[src/rtl/opb_register_bank_ppc2simulink.sv]
// opb_register_bank_ppc2simulink: OPB slave bank of software registers with byte-enable writes and access strobes
module opb_register_bank_ppc2simulink #(
  parameter logic [31:0]       C_BASEADDR = 32'h01003100,
  parameter logic [31:0]       C_HIGHADDR = 32'h010031FF,
  parameter int                N_REGS     = 4,
  parameter logic [N_REGS-1:0] DIR_MASK   = {N_REGS{1'b1}},
  parameter logic [31:0]       REG_INIT   = 32'h0
) (
  input  logic                 OPB_Clk,
  input  logic                 OPB_Rst_n,
  input  logic [0:31]          OPB_ABus,
  input  logic [0:3]           OPB_BE,
  input  logic [0:31]          OPB_DBus,
  input  logic                 OPB_RNW,
  input  logic                 OPB_select,
  input  logic                 OPB_seqAddr,
  output logic [0:31]          Sl_DBus,
  output logic                 Sl_xferAck,
  output logic                 Sl_errAck,
  output logic                 Sl_retry,
  output logic                 Sl_toutSup,
  output logic [32*N_REGS-1:0] user_data_out,
  input  logic [32*N_REGS-1:0] user_data_in,
  output logic [N_REGS-1:0]    user_wr_strobe,
  output logic [N_REGS-1:0]    user_rd_strobe
);
  typedef enum logic {IDLE, ACK} state_t;
  state_t state, state_nx;
  logic [31:0] addr, off, wd_q, rd_q, sel_rd, be_mask;
  logic [29:0] idx_q;
  logic [3:0] be_q;
  logic rnw_q, hit;
  logic [N_REGS-1:0] acc;
  logic unused_bits;
  assign addr = OPB_ABus;
  assign off = addr - C_BASEADDR;
  assign hit = OPB_select && addr >= C_BASEADDR && addr <= C_HIGHADDR;
  assign unused_bits = ^{OPB_seqAddr, off[1:0], user_data_in};
  assign be_mask = {{8{be_q[3]}}, {8{be_q[2]}}, {8{be_q[1]}}, {8{be_q[0]}}};
  assign Sl_errAck = 1'b0;
  assign Sl_retry = 1'b0;
  assign Sl_toutSup = 1'b0;
  // state register
  always_ff @(posedge OPB_Clk or negedge OPB_Rst_n)
    if (!OPB_Rst_n) state <= IDLE;
    else state <= state_nx;
  // a hit starts a transfer; the ack lasts exactly one cycle
  always_comb state_nx = (state == IDLE && hit) ? ACK : IDLE;
  // ack, OR-bus read data and read strobes
  always_comb begin
    Sl_xferAck = state == ACK;
    Sl_DBus = (state == ACK && rnw_q) ? rd_q : '0;
    user_rd_strobe = rnw_q ? acc : '0;
  end
  // one-hot of the register addressed by the current ack (zero outside ACK)
  always_comb begin
    acc = '0;
    for (int i = 0; i < N_REGS; i++) acc[i] = state == ACK && idx_q == 30'(i);
  end
  // read value chosen at the hit edge; contents cannot change before the ack
  always_comb begin
    sel_rd = '0;
    for (int i = 0; i < N_REGS; i++)
      if (off[31:2] == 30'(i)) sel_rd = DIR_MASK[i] ? user_data_out[32*i +: 32] : user_data_in[32*i +: 32];
  end
  // latch the transfer attributes when a hit is accepted
  always_ff @(posedge OPB_Clk or negedge OPB_Rst_n)
    if (!OPB_Rst_n) begin
      idx_q <= '0;
      rnw_q <= 1'b0;
      be_q <= '0;
      wd_q <= '0;
      rd_q <= '0;
    end else if (state == IDLE && hit) begin
      idx_q <= off[31:2];
      rnw_q <= OPB_RNW;
      be_q <= OPB_BE;
      wd_q <= OPB_DBus;
      rd_q <= sel_rd;
    end
  // write strobe follows the edge that commits the write, even for BE=0000
  always_ff @(posedge OPB_Clk or negedge OPB_Rst_n)
    if (!OPB_Rst_n) user_wr_strobe <= '0;
    else user_wr_strobe <= rnw_q ? '0 : acc & DIR_MASK;
  for (genvar r = 0; r < N_REGS; r++) begin : g_reg
    if (DIR_MASK[r]) begin : g_rw
      logic [31:0] q;
      // byte-enabled update at the edge ending ACK
      always_ff @(posedge OPB_Clk or negedge OPB_Rst_n)
        if (!OPB_Rst_n) q <= REG_INIT;
        else if (acc[r] && !rnw_q) q <= (q & ~be_mask) | (wd_q & be_mask);
      assign user_data_out[32*r +: 32] = q;
    end else begin : g_ro
      assign user_data_out[32*r +: 32] = '0;
    end
  end
endmodule

[config.mk]
export PLATFORM = sky130hd
export DESIGN_NAME = opb_register_bank_ppc2simulink
export DESIGN_NICKNAME = d
export VERILOG_FILES = /design/src/rtl/opb_register_bank_ppc2simulink.sv
export SDC_FILE = /design/constraint.sdc
export NUM_CORES = 1
export LEC_CHECK = 0
export BUFFER_PORTS_ARGS = -buffer_cell sky130_fd_sc_hd__buf_2
export CAP_MARGIN = 15
export CORE_MARGIN = 8
export CORE_UTILIZATION = 50
export DETAILED_ROUTE_END_ITERATION = 16
export PLACE_DENSITY = 0.8
export SLEW_MARGIN = 20
export SYNTH_ARGS = -nofsm -noshare
export SYNTH_HDL_FRONTEND = slang
export SYNTH_SLANG_ARGS = --single-unit
[constraint.sdc]
create_clock -name OPB_Clk -period 2.66 [get_ports OPB_Clk]
set_input_delay 0.133 -clock OPB_Clk [delete_from_list [all_inputs] [get_ports OPB_Clk]]
set_output_delay 0.133 -clock OPB_Clk [all_outputs]
set_load 0.03 [all_outputs]
; ---- Word level (Yosys, flattened, before mapping)
; Index checks and enable logic that the tools add are counted.
[word_totals]
latchBits = 0
n_memories = 0
wordCells = 54
ff_bits = 232
mem_bits_rw = 0
in_bits = 201
romBits = 0
[classes]
multipliers = 0
addsub = 1
n_bitwise = 11
shift = 0
mux = 8
eq_ne = 6
order_cmp = 2
div_mod_pow = 0
reduce_logical = 15
[ops]
columns = cell, count
row1 = $and A32 B32 Y32, 5
row2 = $mux W32, 5
row3 = $or A32 B32 Y32, 4
row4 = $eq A30 B2 Y1 const B, 4
row5 = $eq A30 B1 Y1 const B, 2
row6 = $logic_not A30 Y1, 2
row7 = $ge A32 B25 Y1 const B, 1
row8 = $le A32 B25 Y1 const B, 1
row9 = $not A32 Y32, 1
row10 = $sub A32 B25 Y32 const B, 1
row11 = $logic_and A1 B1 Y1, 12
row12 = $mux W4, 2
row13 = $logic_not A1 Y1, 1
row14 = $mux W1, 1
row15 = $not A1 Y1, 1

; ---- Longest topological paths before layout
; Gate-level depths: netlist (run 1).
[depth]
word_depth = 6
ltp_mapped = 10
ltp_nobuf = 8

; ---- Least setup slack after synthesis (run 1)
; No wires, ideal clock.
[synth_path]
kind = input port to flip-flop
from = input OPB_ABus[12] (netlist name)
to = register rd_q[0]
t_arrival_ns = 2.533
path_stages = 9
setup_time_ns = 0.127
required_time_ns = 2.533
setup_slack_ns = 0.001
cell_sequence = or4_1 or4_1 buf_2 or3_1 a211oi_4 and4_1 buf_4 buf_6 a22oi_1
[synth_between]
elab_chain_len = 6
word_cells_on_any_way = 14
[synth_lines]
columns = element, line_no
row1 = start: declaration, 11  ; input logic [0:31] OPB_ABus,
row2 = $sub A32 B25 Y32, 36  ; assign off = addr - C_BASEADDR;
row3 = $logic_not A30 Y1, 64  ; if (off[31:2] == 30'(i)) sel_rd = DIR_MASK[i] ? user_data_out[32*i +: 32] : user_data_in[32*i +: 32];
row4 = $mux W32 (4 in series), 64
row5 = end signal: assignment, 79  ; rd_q <= sel_rd;
row6 = end: declaration, 29  ; logic [31:0] addr, off, wd_q, rd_q, sel_rd, be_mask;
; Several ways; a longest one is shown, not always the timed one.
; A chain may end at the register's enable or synchronous reset.

==> impl_metrics.env, run 1 <==
export IMPL_status="finished clean"
export IMPL_worstMarginPinSlew_ps=830
export IMPL_crit_chain="nor4b_1 > nand4_1 > buf_4 > nor3_1 > and3b_1 > nand2_1 > mux2_2"
export IMPL_syn_to_final_growth_pct=27.9
export IMPL_gr_total_overflow=0
export IMPL_path_clk_slew_ps=60
export IMPL_place_inst=1445
export IMPL_ant_nets=0
export IMPL_hold_path_startpoint="OPB_ABus[22]"
export IMPL_crit_fanout=8
export IMPL_core_area_um2=20900
export IMPL_route_detailed_drc=0
export IMPL_grt_usage_pct=23.3
export IMPL_htree_levels=1
export IMPL_setup_viol_count_final=0
export IMPL_cpPeakStageDelay_ps=480
export IMPL_drv_cap=0
export IMPL_gp_congestion=0.857
export IMPL_cts_buffer_depth=3
export IMPL_dr_pass1_iters=5
export IMPL_min_period_over_period_pct=97.6
export IMPL_max_freq_ghz=0.385
export IMPL_synth_top_area_share_pct=55.0
export IMPL_final_layout_size_suffix_gt1_share_pct=39.5
export IMPL_critPathRequiredTime_ps=3050
export IMPL_grt_max_degree=101
export IMPL_placement_io_buffers=240
export IMPL_synthArstFlopShare_pct=100
export IMPL_synthTopCellsByArea="dfrtp_1 55%, mux2_2 17%, nand2_1 7.2%"
export IMPL_start_util_pct=50.6
export IMPL_p_leak_nw=7.63
export IMPL_hold_path_class="input port to flop"
export IMPL_ys_ff_latch=232
export IMPL_hpwl_um=21100
export IMPL_r2r_start="Sl_xferAck"
export IMPL_crit_arrival_ps=2980
export IMPL_cts_buffers=25
export IMPL_postSynthAreaPerCell_um2=11.2
export IMPL_finish_utilization_pct=64.7
export IMPL_ioPinCount=373
export IMPL_rr_worst_depth=7
export IMPL_critPathSlowestCell="dfrtp_1"
export IMPL_drv_slew=0
export IMPL_fin_crit_ps=2600
export IMPL_clk_latency_ps=510
export IMPL_die_w_um=161
export IMPL_worstSetupStartpointType="flop"
export IMPL_fin_worst_skew_ps=7.11
export IMPL_setup_tns_ps=0
export IMPL_yosys_most_used_dff="dfrtp_1"
export IMPL_wirelength_um=31000
export IMPL_antenna_found_initial=1
export IMPL_synthTopCellsByCount="232 x dfrtp_1, 204 x nand2_1, 160 x mux2_2"
export IMPL_relSlewSlack_pct=44.7
export IMPL_ys_types=51
export IMPL_grt_pass1_vias=8875
export IMPL_synth_top_area_cell="dfrtp_1"
export IMPL_synthCells=947
export IMPL_end_kind="flop"
export IMPL_yosysMostFrequentCell="dfrtp_1"
export IMPL_instances_no_fill=1532
export IMPL_num_vias=8545
export IMPL_synth_enable_flop_cells=0
export IMPL_hold_viol_final=0
export IMPL_synth_seq_area_share_pct=55.0
export IMPL_fin_nets=1444
export IMPL_rows=53
export IMPL_grt_first_pass_wirelength_um=49000
export IMPL_rsz0062_at_grt="yes"
export IMPL_syn_cell_area_um2=10600
export IMPL_clock_root_buffer="clkbuf_16"
export IMPL_r2r_setup_slack_ps=60
export IMPL_vdd_drop_max_mv=0.454
export IMPL_powerDensity_nw_per_um2=529
export IMPL_cts_tree="yes"
export IMPL_die_y_um=161
export IMPL_dieArea_um2=26000
export IMPL_numClockSinks=232
export IMPL_ys_warn_count=0
export IMPL_cp_startpoint="Sl_xferAck"
export IMPL_vias_per_cell=5.58
export IMPL_routedWlPerCell_um=20.2
export IMPL_drt_iter0_drc=592
export IMPL_critical_path_class="flop to flop"
==> worst min-delay path by stage <==
stage,endpoint,slack [ps],depth (start not counted)
floorplan,Sl_xferAck,-160,0
global placement,async pin,220,1
detailed placement,async pin,230,1
CTS,idx_q[7],90,4
global route,idx_q[7],100,4
finish,idx_q[7],100,4
==> metal layers <==
layer  GRT usage, %  part of all wire [%]  vias to the layer above
li1               -                     -                     3903
met1           29.8                    42                     4232
met2           38.0                    47                      347
met3           6.52                   8.9                       63
met4           6.90                   2.4                        0
met5              0                     0                        -
==> per-stage QoR <==
| step | hold slack, ps | power, W | cell area [µm²] | setup slack (ps) |
|---|---|---|---|---|
| 2_1_floorplan | -163 | 0.00370 | 10600 | 0.738 |
| 3_3_place_gp | 225 | 0.00389 | 12300 | -114 |
| 3_5_place_dp | 229 | 0.00389 | 12300 | -137 |
| 4_1_cts | 85.9 | 0.00721 | 13500 | -34.3 |
| 5_1_grt | 105 | 0.00738 | 13500 | -80.7 |
| 6_report | 104 | 0.00715 | 13500 | 64.7 |
==> where the power goes <==
part	switching [W]	internal [W]	total (W)	leakage [nW]
logic	0.000200	0.000151	0.000351	4.07
registers	0.00000000339	0.00353	0.00353	3.18
clock network	0.00133	0.00194	0.00326	0.382
total	0.00152	0.00562	0.00715	7.63
==> cell usage in the layout (no fill, tap or decap), types with 2 or more instances in the layout <==
cell type      count
dlygate4sd3_1     43
o22a_1            32
nand2_1          196
buf_4             37
o31a_1             4
nor2_1            10
buf_12             6
o21a_1             4
nor4_1            10
mux2_2           160
xnor2_1            2
and3_1            32
nand4_1           35
a22oi_1           32
conb_1             3
ha_1               2
o21ai_0           11
nor3_1             8
a21oi_1            2
inv_1             49
nand2_2            8
or4_1              5
clkbuf_1           7
or3_1              5
nor3b_2            2
clkbuf_8           8
buf_2            239
a211oi_1           4
nor3b_1            2
clkbuf_16         25
dfrtp_1          232
mux2i_1           12
==> kinds of logic (layout without fill, tap and decap cells) <==
group / count (synthesis) / after routing / share of synthesized area [%]
adders and majority gates: 2 / 2 / 0.237
AOI/OAI and AO/OA: 99 / 99 / 7.37
other: 1 / 4 / 0.0355
muxes: 172 / 172 / 18.2
xor gates and xnor gates: 3 / 3 / 0.249
DFF: 232 / 232 / 55.0
and+or+nand+nor: 327 / 327 / 14.6
buffers and inverters: 111 / 418 / 4.41
==> critical path, delay by kind of cell, from the launching register on <==
family,cells,cell delay [ps]
and+or+nand+nor,5,1450
muxes,1,370
DFF,1,480
buffers and inverters,1,180
==> layout make-up <==
class	instances	area [µm²]
Inverter	49	184
Clock buffer	40	762
Fill cell	1597	7370
Clock inverter	2	13.8
Tap cell	275	344
Sequential cell	232	5810
Timing Repair Buffer	327	2050
Antenna cell	1	2.50
Multi-Input combinational cell	606	4350
==> repair_timing <==
action	in CTS	in global routing
hold buffers	43	0
gates resized for setup	4	8
endpoints found under the setup margin	35	71
hold endpoints to repair	137	0
pin swaps	0	1
buffers inserted	0	1
Note: power is estimated with default switching activity, not from simulation.
==> run 2: changes to the inputs <==
--- a/config.mk
+++ b/config.mk
@@ -10,7 +10,7 @@
 export CORE_MARGIN = 8
 export CORE_UTILIZATION = 50
 export DETAILED_ROUTE_END_ITERATION = 16
-export PLACE_DENSITY = 0.8
+export PLACE_DENSITY = 0.79
 export SLEW_MARGIN = 20
 export SYNTH_ARGS = -nofsm -noshare
 export SYNTH_HDL_FRONTEND = slang
==> constraint.sdc (replaced) <==
create_clock -name OPB_Clk -period 2.5 [get_ports OPB_Clk]
set_input_delay 0.125 -clock OPB_Clk [delete_from_list [all_inputs] [get_ports OPB_Clk]]
set_output_delay 0.125 -clock OPB_Clk [all_outputs]
set_load 0.03 [all_outputs]
==> run 2 against run 1 <==
  * Utilization increased by 1.7 points
  * Global-route usage increased by 0.67 points
  * Non-clock buffer count rose by 7
  * Die area did not move
  * Final cell count is 0.91% higher
  * First-iteration DRC count up 3.7%
  * Count of clock-buffer cells in the layout is 1 lower
  * Hold slack worse by 37 ps
  * Sequential power rose by 6.5%
  * Clock power grew 21%
  * Design area is 2.6% higher
==> impl_metrics.env, run 2 (same netlist as run 1, synthesis figures left out) <==
export IMPL_rsz0062_at_grt="yes"
export IMPL_critical_path_class="flop to primary output"
export IMPL_grt_pass1_vias=9186
export IMPL_start_util_pct=50.6
export IMPL_fin_crit_ps=2430
export IMPL_cts_setup_buffers=0
export IMPL_design_area_um2=13900
export IMPL_path_clk_slew_ps=60
export IMPL_grt_first_pass_wirelength_um=50400
export IMPL_use_met1_pct=30.8
export IMPL_worstMarginPinSlew_ps=769
export IMPL_critPathSlowestCell="dfrtp_1"
export IMPL_gr_total_overflow=0
export IMPL_setup_ws_ps=66.5
export IMPL_hold_depth=4
export IMPL_dieArea_um2=26000
export IMPL_drt_iter0_drc=614
export IMPL_cts_buffer_depth=3
export IMPL_grt_usage_pct=23.9
export IMPL_worstSetupStartpointType="flop"
export IMPL_antenna_found_initial=1
export IMPL_use_met3_pct=5.75
export IMPL_crit_arrival_ps=2310
export IMPL_ioPinCount=373
export IMPL_final_layout_size_suffix_gt1_share_pct=41.0
export IMPL_vias_per_cell=5.60
export IMPL_core_area_um2=20900
export IMPL_cts_buffers=26
export IMPL_max_freq_ghz=0.411
export IMPL_ant_nets=0
export IMPL_die_y_um=161
export IMPL_place_ws_ps=-189
export IMPL_crit_fanout=4
export IMPL_hpwl_um=21300
export IMPL_layout_commonest_cell="buf_2"
export IMPL_finish_utilization_pct=66.4
export IMPL_placement_io_buffers=240
export IMPL_gp_congestion=0.885
export IMPL_wirelength_um=32200
export IMPL_routedWlPerCell_um=20.8
export IMPL_place_inst=1452
export IMPL_grt_util_met2_pct=38.6
export IMPL_layout_common_cells="235 x buf_2, 232 x dfrtp_1, 194 x nand2_1, 160 x mux2_2, 49 x inv_1"
export IMPL_hold_viol_final=0
export IMPL_end_kind="primary output"
export IMPL_htree_levels=1
export IMPL_syn_to_final_growth_pct=31.3
export IMPL_min_period_over_period_pct=97.3
export IMPL_instances_no_fill=1546
export IMPL_vdd_drop_max_mv=0.468
export IMPL_drv_cap=0
export IMPL_fin_worst_skew_ps=16.4
export IMPL_fin_nets=1452
export IMPL_die_w_um=161
export IMPL_relSlewSlack_pct=48.2
export IMPL_dr_pass1_iters=5
export IMPL_cp_common_cell="buf_4"
export IMPL_register_area_um2=5810
export IMPL_hold_path_class="input port to flop"
export IMPL_n_fill_cell=1524
export IMPL_setup_viol_count_final=0
export IMPL_crit_chain="nor4b_2 > nand4_1 > buf_4 > nor2_1 > nand2_2 > nor3b_2 > buf_4"
export IMPL_route_detailed_drc=0
export IMPL_clock_root_buffer="clkbuf_16"
export IMPL_drv_slew=0
export IMPL_grt_max_degree=85
export IMPL_busiest_layer="met2"
export IMPL_multi_input_area_um2=4400
export IMPL_clk_latency_ps=520
export IMPL_num_vias=8657
export IMPL_rows=53
export IMPL_critPathRequiredTime_ps=2380
export IMPL_p_leak_nw=7.78
export IMPL_powerDensity_nw_per_um2=582
export IMPL_status="finished clean"
export IMPL_numClockSinks=232
export IMPL_cts_tree="yes"
export IMPL_place_area_um2=12400
export IMPL_rr_worst_depth=6
export IMPL_cpPeakStageDelay_ps=390
run 2: changes by cell type in the layout (fill, tap and decap cells not counted), moves of 3 or more:
cell | previous run | this run
buf_12 | 6 | 15
buf_2 | 239 | 235
clkbuf_8 | 8 | 4
bufinv_16 | 0 | 3
clkbuf_16 | 25 | 28
run 2: per-layer routing:
layer  vias to the layer above  share of wire, %
li1                       3928                 -
met1                      4299                42
met2                       351                47
met3                        79               7.5
met4                         0               3.0
met5                         -                 0
run 2: metrics by stage:
stage	TNS (ps)	hold WS (ps)	total power, W
2_1_floorplan	-1810	-171	0.00394
3_5_place_dp	-9180	179	0.00415
4_1_cts	0	48.2	0.00812
3_3_place_gp	-6700	176	0.00415
6_report	0	67.5	0.00807
5_1_grt	-236	92.7	0.00832
run 2: path summary, 6_finish.rpt:
kind,start,endpoint,slack (ps)
setup / recovery,idx_q[5],user_rd_strobe[1],70
hold / removal,OPB_ABus[22],idx_q[7],70
setup reg to reg,idx_q[18],flop,100
hold reg to reg,idx_q[4],idx_q[4],470
max in group asynchronous,OPB_Rst_n,async pin,1580
min in group asynchronous,OPB_Rst_n,wd_q[25],190
run 2: final cells by class:
| type | count | share of cell area (%) |
|---|---|---|
| flip-flops and latches | 232 | 41.9 |
| inverters | 49 | 1.33 |
| clock inverters | 9 | 0.938 |
| clock buffers | 39 | 5.48 |
| repair buffers | 334 | 16.1 |
| diodes | 2 | 0.0361 |
| well taps | 275 | 2.48 |
| multi-input cells | 606 | 31.7 |
run 2: report_power, final:
part	switching, W	internal, W	leakage (nW)	total, W
logic	0.000219	0.000169	4.17	0.000388
clock network	0.00151	0.00242	0.434	0.00393
registers	0.00000000373	0.00376	3.18	0.00376
run 2: timing repair:
item	4_1_cts	5_1_grt
setup endpoints to repair	76	131
pin swaps	1	3
cloned	0	1
hold endpoints to repair	121	0
hold buffers	43	0
resized for setup	10	16
run 2: critical path: cells and delay by family, from the launching register on:
family | cells | cell delay (ps)
simple gates | 5 | 1010
flops | 1 | 390
buf+inv | 2 | 400
